File: config.mk
export PLATFORM = sky130hd
export DESIGN_NAME = pixel_serializer_flat
export DESIGN_NICKNAME = d
export VERILOG_FILES = /design/src/rtl/pixel_serializer_if.sv /design/src/rtl/pixel_serializer.sv /design/src/flat_wrapper.sv
export SDC_FILE = /design/constraint.sdc
export NUM_CORES = 1
export LEC_CHECK = 0
export BUFFER_PORTS_ARGS = -buffer_cell sky130_fd_sc_hd__buf_2
export CAP_MARGIN = 10
export CORE_MARGIN = 2
export CORE_UTILIZATION = 59
export CTS_CLUSTER_SIZE = 30
export DETAILED_ROUTE_END_ITERATION = 10
export GPL_ROUTABILITY_DRIVEN = 0
export PLACE_DENSITY = 0.83
export SLEW_MARGIN = 30
export SYNTH_ARGS = -nofsm -noshare
export SYNTH_HDL_FRONTEND = slang
export SYNTH_SLANG_ARGS = --single-unit
File: constraint.sdc
create_clock -name clk -period 5.85 [get_ports clk]
set_input_delay 1.755 -clock clk [delete_from_list [all_inputs] [get_ports clk]]
set_output_delay 1.755 -clock clk [all_outputs]
set_load 0.02 [all_outputs]
File: src/rtl/pixel_serializer_if.sv
// Pixel-in / beat-out handshake bundle for pixel_serializer.
// slave is the serializer's view; master is the source/sink side.
interface pixel_serializer_if #(
  parameter int PIXEL_W = 8,
  parameter int OUT_W   = 2,
  parameter int ADDR_W  = 24
);
  logic [PIXEL_W-1:0] pixel;
  logic               pixel_valid;
  logic               pixel_ready;
  logic               stall;
  logic               axiov;
  logic [OUT_W-1:0]   axiod;
  logic [ADDR_W-1:0]  pixel_addr;
  logic               frame_done;

  modport slave (
    input  pixel, pixel_valid, stall,
    output pixel_ready, axiov, axiod, pixel_addr, frame_done
  );

  modport master (
    output pixel, pixel_valid, stall,
    input  pixel_ready, axiov, axiod, pixel_addr, frame_done
  );
endinterface

File: src/rtl/pixel_serializer.sv
// Double-buffered pixel-to-beat serializer with frame address tracking.
// Active shift register feeds the beat stream; a hold register absorbs one pixel of lookahead.
module pixel_serializer #(
  parameter int PIXEL_W      = 8,
  parameter int OUT_W        = 2,
  parameter int ADDR_W       = 24,
  parameter int FRAME_PIXELS = 76800,
  parameter int LSB_FIRST    = 1
) (
  input  logic               clk,
  input  logic               rst,
  pixel_serializer_if.slave  s
);
  localparam int N      = PIXEL_W / OUT_W;
  localparam int BEAT_W = (N > 1) ? $clog2(N) : 1;
  localparam logic [BEAT_W-1:0] LAST_BEAT = BEAT_W'(N - 1);
  localparam logic [ADDR_W-1:0] LAST_ADDR = ADDR_W'(FRAME_PIXELS - 1);

  logic [PIXEL_W-1:0] r_act;
  logic [PIXEL_W-1:0] r_hold;
  logic               r_act_valid;
  logic               r_hold_valid;
  logic [BEAT_W-1:0]  r_beat;
  logic [ADDR_W-1:0]  r_addr;
  logic               r_axiov;
  logic [OUT_W-1:0]   r_axiod;
  logic               r_frame_done;

  logic               w_fire;
  logic               w_last;
  logic               w_accept;
  logic               w_wrap;
  logic [OUT_W-1:0]   w_emit;
  logic [PIXEL_W-1:0] w_shifted;

  assign w_fire   = r_act_valid && !s.stall;
  assign w_last   = w_fire && (r_beat == LAST_BEAT);
  assign w_accept = s.pixel_valid && !r_hold_valid;
  assign w_wrap   = (r_addr == LAST_ADDR);

  // The emit end of the shift register depends on bit order.
  generate
    if (LSB_FIRST != 0) begin : g_lsb
      assign w_emit    = r_act[OUT_W-1:0];
      assign w_shifted = r_act >> OUT_W;
    end else begin : g_msb
      assign w_emit    = r_act[PIXEL_W-1 -: OUT_W];
      assign w_shifted = r_act << OUT_W;
    end
  endgenerate

  always_ff @(posedge clk or posedge rst) begin
    if (rst) begin
      r_act        <= '0;
      r_hold       <= '0;
      r_act_valid  <= 1'b0;
      r_hold_valid <= 1'b0;
      r_beat       <= '0;
      r_addr       <= '0;
      r_axiov      <= 1'b0;
      r_axiod      <= '0;
      r_frame_done <= 1'b0;
    end else begin
      r_axiov      <= w_fire;
      r_axiod      <= w_fire ? w_emit : '0;
      r_frame_done <= w_last && w_wrap;

      if (w_fire) begin
        r_beat <= w_last ? '0 : r_beat + 1'b1;
        r_act  <= w_shifted;
      end

      if (w_last) begin
        r_addr <= w_wrap ? '0 : r_addr + 1'b1;
        if (r_hold_valid) begin
          r_act        <= r_hold;
          r_hold_valid <= 1'b0;
        end else if (!w_accept) begin
          r_act_valid <= 1'b0;
        end
      end

      // Accept never coincides with a hold move: it needs the hold slot empty.
      if (w_accept) begin
        if (!r_act_valid || w_last) begin
          r_act       <= s.pixel;
          r_act_valid <= 1'b1;
        end else begin
          r_hold       <= s.pixel;
          r_hold_valid <= 1'b1;
        end
      end
    end
  end

  assign s.pixel_ready = !r_hold_valid;
  assign s.axiov       = r_axiov;
  assign s.axiod       = r_axiod;
  assign s.pixel_addr  = r_addr;
  assign s.frame_done  = r_frame_done;
endmodule
File: src/flat_wrapper.sv
// flat-port wrapper written by rule: the top's interface ports become plain ports
module pixel_serializer_flat 
#(
  parameter int PIXEL_W      = 8,
  parameter int OUT_W        = 2,
  parameter int ADDR_W       = 24,
  parameter int FRAME_PIXELS = 76800,
  parameter int LSB_FIRST    = 1
)
  (clk, rst, s_pixel, s_pixel_valid, s_stall, s_pixel_ready, s_axiov, s_axiod, s_pixel_addr, s_frame_done);
  pixel_serializer_if #(.PIXEL_W(PIXEL_W), .OUT_W(OUT_W), .ADDR_W(ADDR_W)) s_i ();
  input  logic clk;
  input  logic rst;
  input wire logic [$bits(s_i.pixel)-1:0] s_pixel;
  input wire logic [$bits(s_i.pixel_valid)-1:0] s_pixel_valid;
  input wire logic [$bits(s_i.stall)-1:0] s_stall;
  output wire logic [$bits(s_i.pixel_ready)-1:0] s_pixel_ready;
  output wire logic [$bits(s_i.axiov)-1:0] s_axiov;
  output wire logic [$bits(s_i.axiod)-1:0] s_axiod;
  output wire logic [$bits(s_i.pixel_addr)-1:0] s_pixel_addr;
  output wire logic [$bits(s_i.frame_done)-1:0] s_frame_done;
  assign s_i.pixel = s_pixel;
  assign s_i.pixel_valid = s_pixel_valid;
  assign s_i.stall = s_stall;
  assign s_pixel_ready = s_i.pixel_ready;
  assign s_axiov = s_i.axiov;
  assign s_axiod = s_i.axiod;
  assign s_pixel_addr = s_i.pixel_addr;
  assign s_frame_done = s_i.frame_done;
  pixel_serializer #(.PIXEL_W(PIXEL_W), .OUT_W(OUT_W), .ADDR_W(ADDR_W), .FRAME_PIXELS(FRAME_PIXELS), .LSB_FIRST(LSB_FIRST)) u_core (.clk(clk), .rst(rst), .s(s_i));
endmodule
==> impl_metrics.env <==
export IMPL_hold_buffers=0
export IMPL_clockBufferDepth=2
export IMPL_arrival_ns=3.39
export IMPL_post_cts_setup_buffers=0
export IMPL_ff2ff_path_depth=5
export IMPL_area_growth_pct=14.8
export IMPL_htree_levels=2
export IMPL_hold_path_depth=2
export IMPL_yosys_warnings=0
export IMPL_post_route_min_period_ns=3.22
export IMPL_cts_reportedPaths_clkPinSlew_ns=0.09
export IMPL_io_buffers=40
export IMPL_grt_setup_unrepaired="false"
export IMPL_wl_per_cell_um=14.0
export IMPL_synth_area_um2=2250
export IMPL_cp_end_kind="register"
export IMPL_hold_viol_final=0
export IMPL_grt_antenna_before_repair=0
export IMPL_vias_per_cell=5.68
export IMPL_leakagePower_nw=1.25
export IMPL_crit_fanout=10
export IMPL_maxCapViolations=0
export IMPL_syn_inst=219
export IMPL_ant_nets=0
export IMPL_p_per_area_nw_per_um2=350
export IMPL_synth_seq_cells=48
export IMPL_drive_above_1_share_pct=25.5
export IMPL_finalSetupViolCount=0
export IMPL_fp_dieW_um=65.8
export IMPL_first_pass_iters=4
export IMPL_worst_pin_slew_ns=0.790
export IMPL_clkLatencyLatePin_ns=0.30
export IMPL_cts_tree="built"
export IMPL_synth_seq_area_share_pct=53.4
export IMPL_cp_start_kind="primary input"
export IMPL_dp_cells=299
export IMPL_fp_dieArea_um2=4320
export IMPL_fin_nets=272
export IMPL_slowest_stage="or4_1"
export IMPL_numCtsBuffers=5
export IMPL_max_freq_mhz=310
export IMPL_path_cells="buf_2, nand4b_1, or4_1, nor3_2, nor2_1"
export IMPL_required_ns=6.02
export IMPL_initial_core_util_pct=61.4
export IMPL_critical_path_class="primary input to register"
export IMPL_num_io_pins=41
export IMPL_cts_root_buf="clkbuf_8"
export IMPL_drc=0
export IMPL_grt_max_degree=49
export IMPL_n_antenna_cell=0
export IMPL_totalWireLength_um=4290
export IMPL_status="completed"
export IMPL_hold_path_class="register to register"
export IMPL_synth_area_per_cell_um2=10.3
export IMPL_grt_pass1_vias=1650
export IMPL_clock_sinks=48
export IMPL_finalClockSkew_ns=0.00417
export IMPL_grt_ovfl_total=0
export IMPL_place_hpwl_um=3020
export IMPL_die_y_um=65.8
export IMPL_synth_nets=233
export IMPL_grt_pass1_wl_um=7350
export IMPL_core_area_um2=3660
export IMPL_cts_resized=0
export IMPL_setup_tns_ns=0
export IMPL_instances_no_fill=307
export IMPL_slew_headroom_pct=47.3
export IMPL_slowest_delay_ns=0.62
export IMPL_post_route_period_util_pct=55.1
export IMPL_drtIter0Drc=205
export IMPL_power_uw=903
export IMPL_groute_usage_overall_pct=22.2
export IMPL_num_rows=22
export IMPL_via_count=1745
export IMPL_maxSlewViolCount=0
export IMPL_ir_worst_vdd_mv=0.228
export IMPL_yosys_cell_types_count=39
## synth_stat cells
cell       n  share of area, %
xor2_1     9               3.5
and2_1     2              0.56
nand2_1   37               6.2
mux2_2     8               4.0
or2_2      3              0.83
a32oi_1    2              0.78
buf_4      1              0.33
nand4b_1   2              0.78
or3_1      1              0.28
a21oi_2    1              0.39
dfrtp_1   48                53
nand4_2    1              0.56
a21o_1     1              0.33
xnor2_1    9               3.5
buf_6      1              0.50
buf_2      1              0.22
nand3b_4   1              0.89
or4_4      1              0.50
nor4b_1    1              0.39
or4_1      3               1.0
clkinv_1   1              0.17
nor4_1     7               1.9
or2_1      1              0.28
clkbuf_1   5              0.83
a21oi_1    4              0.89
and3b_1    1              0.39
ha_1       2               1.1
nand4_1    6               1.7
nor3_1     6               1.3
nand2b_1   2              0.56
o41ai_1    1              0.39
nor2_1    15               2.5
nor3_2     1              0.44
o31ai_1    8               2.7
or4b_1     1              0.44
inv_1      8               1.3
and3_1     6               1.7
o21ai_0    5               1.1
nand3_1    6               1.3
## sequential cells by signal (all words and copies together), names as in the netlist
signal and count:
u_core.s.pixel_addr 24, u_core.r_act 8, u_core.r_hold 8, u_core.r_beat 2, u_core.s.axiod 2, u_core.r_act_valid 1, u_core.r_hold_valid 1, u_core.s.axiov 1
u_core.s.frame_done 1
## logic make-up (layout without fill, tap and decap cells)
family / Yosys count / count (layout) / synth area share (%)
adder cells (fa/ha/maj): 2 / 2 / 1.11
multiplexers: 8 / 8 / 4.00
XOR/XNOR: 18 / 18 / 7.01
AO/OA/AOI/OAI: 22 / 22 / 6.56
flip-flops: 48 / 48 / 53.4
buffers and inverters: 17 / 57 / 3.39
AND/OR/NAND/NOR: 104 / 104 / 24.5
## power by group
| part | internal [mW] | switching, mW | leakage, nW |
|---|---|---|---|
| sequential | 0.407 | 0.0533 | 0.605 |
| clock | 0.126 | 0.111 | 0.0541 |
| combinational | 0.0922 | 0.114 | 0.588 |
## layer usage
layer / global-route usage, % / vias to the layer above / wire [um]
met5: 0 / - / 0
met4: 8.85 / 0 / 64
met3: 4.45 / 6 / 225
met2: 37.4 / 55 / 2090
met1: 28.0 / 844 / 1910
li1: - / 840 / -
## cell usage in the layout (no fill, tap or decap), drive strengths merged
| cell type | synthesis | layout |
|---|---|---|
| a21o | 1 | 1 |
| a21oi | 5 | 5 |
| a32oi | 2 | 2 |
| and2 | 2 | 2 |
| and3 | 6 | 6 |
| and3b | 1 | 1 |
| buf | 3 | 40 |
| bufinv | 0 | 1 |
| clkbuf | 5 | 5 |
| clkinv | 1 | 3 |
| clkinvlp | 0 | 1 |
| dfrtp | 48 | 48 |
| ha | 2 | 2 |
| inv | 8 | 7 |
| mux2 | 8 | 8 |
| nand2 | 37 | 37 |
| nand2b | 2 | 2 |
| nand3 | 6 | 6 |
| nand3b | 1 | 1 |
| nand4 | 7 | 7 |
| nand4b | 2 | 2 |
| nor2 | 15 | 15 |
| nor3 | 7 | 7 |
| nor4 | 7 | 7 |
| nor4b | 1 | 1 |
| o21ai | 5 | 5 |
| o31ai | 8 | 8 |
| o41ai | 1 | 1 |
| or2 | 4 | 4 |
| or3 | 1 | 1 |
| or4 | 4 | 4 |
| or4b | 1 | 1 |
| xnor2 | 9 | 9 |
| xor2 | 9 | 9 |
## cell type report
cell class / instances / area, um2
inverters: 9 / 35.0
clock inverters: 3 / 42.5
multi-input cells: 154 / 976
well taps: 48 / 60.1
repair buffers: 40 / 200
flip-flops and latches: 48 / 1200
fillers: 281 / 1080
clock buffers: 5 / 68.8
## worst max-delay path, delay by kind of cell
family        cells  cell delay [ns]
buf+inv           1             0.11
simple gates      4             1.53
## worst paths after layout
path | start | end | slack (ns)
setup / recovery | s_stall | u_core.s.pixel_addr[7]$_DFFE_PP0P_ | 2.63
hold / removal | u_core.r_beat[1]$_DFFE_PP0P_ | u_core.r_beat[1]$_DFFE_PP0P_ | 0.48
setup reg to reg | u_core.r_beat[0]$_DFFE_PP0P_ | u_core.s.pixel_addr[7]$_DFFE_PP0P_ | 3.60
hold reg to reg | u_core.r_beat[1]$_DFFE_PP0P_ | u_core.r_beat[1]$_DFFE_PP0P_ | 0.48
max in group asynchronous | rst | u_core.r_hold[6]$_DFFE_PP0P_ | 3.81
min in group asynchronous | rst | u_core.r_act[3]$_DFF_PP0_ | 1.56
## metrics by stage
step	hold slack, ns	setup slack [ns]	instance area (um2)	utilization [%]
floorplan	0.450	2.59	2250	-
global route	0.511	2.50	2580	70.6
global placement	0.465	2.37	2470	67.4
CTS	0.490	2.63	2580	70.5
finish	0.482	2.63	2580	70.6
detailed placement	0.467	2.30	2470	67.5
Power figures use the tool's default switching activity.
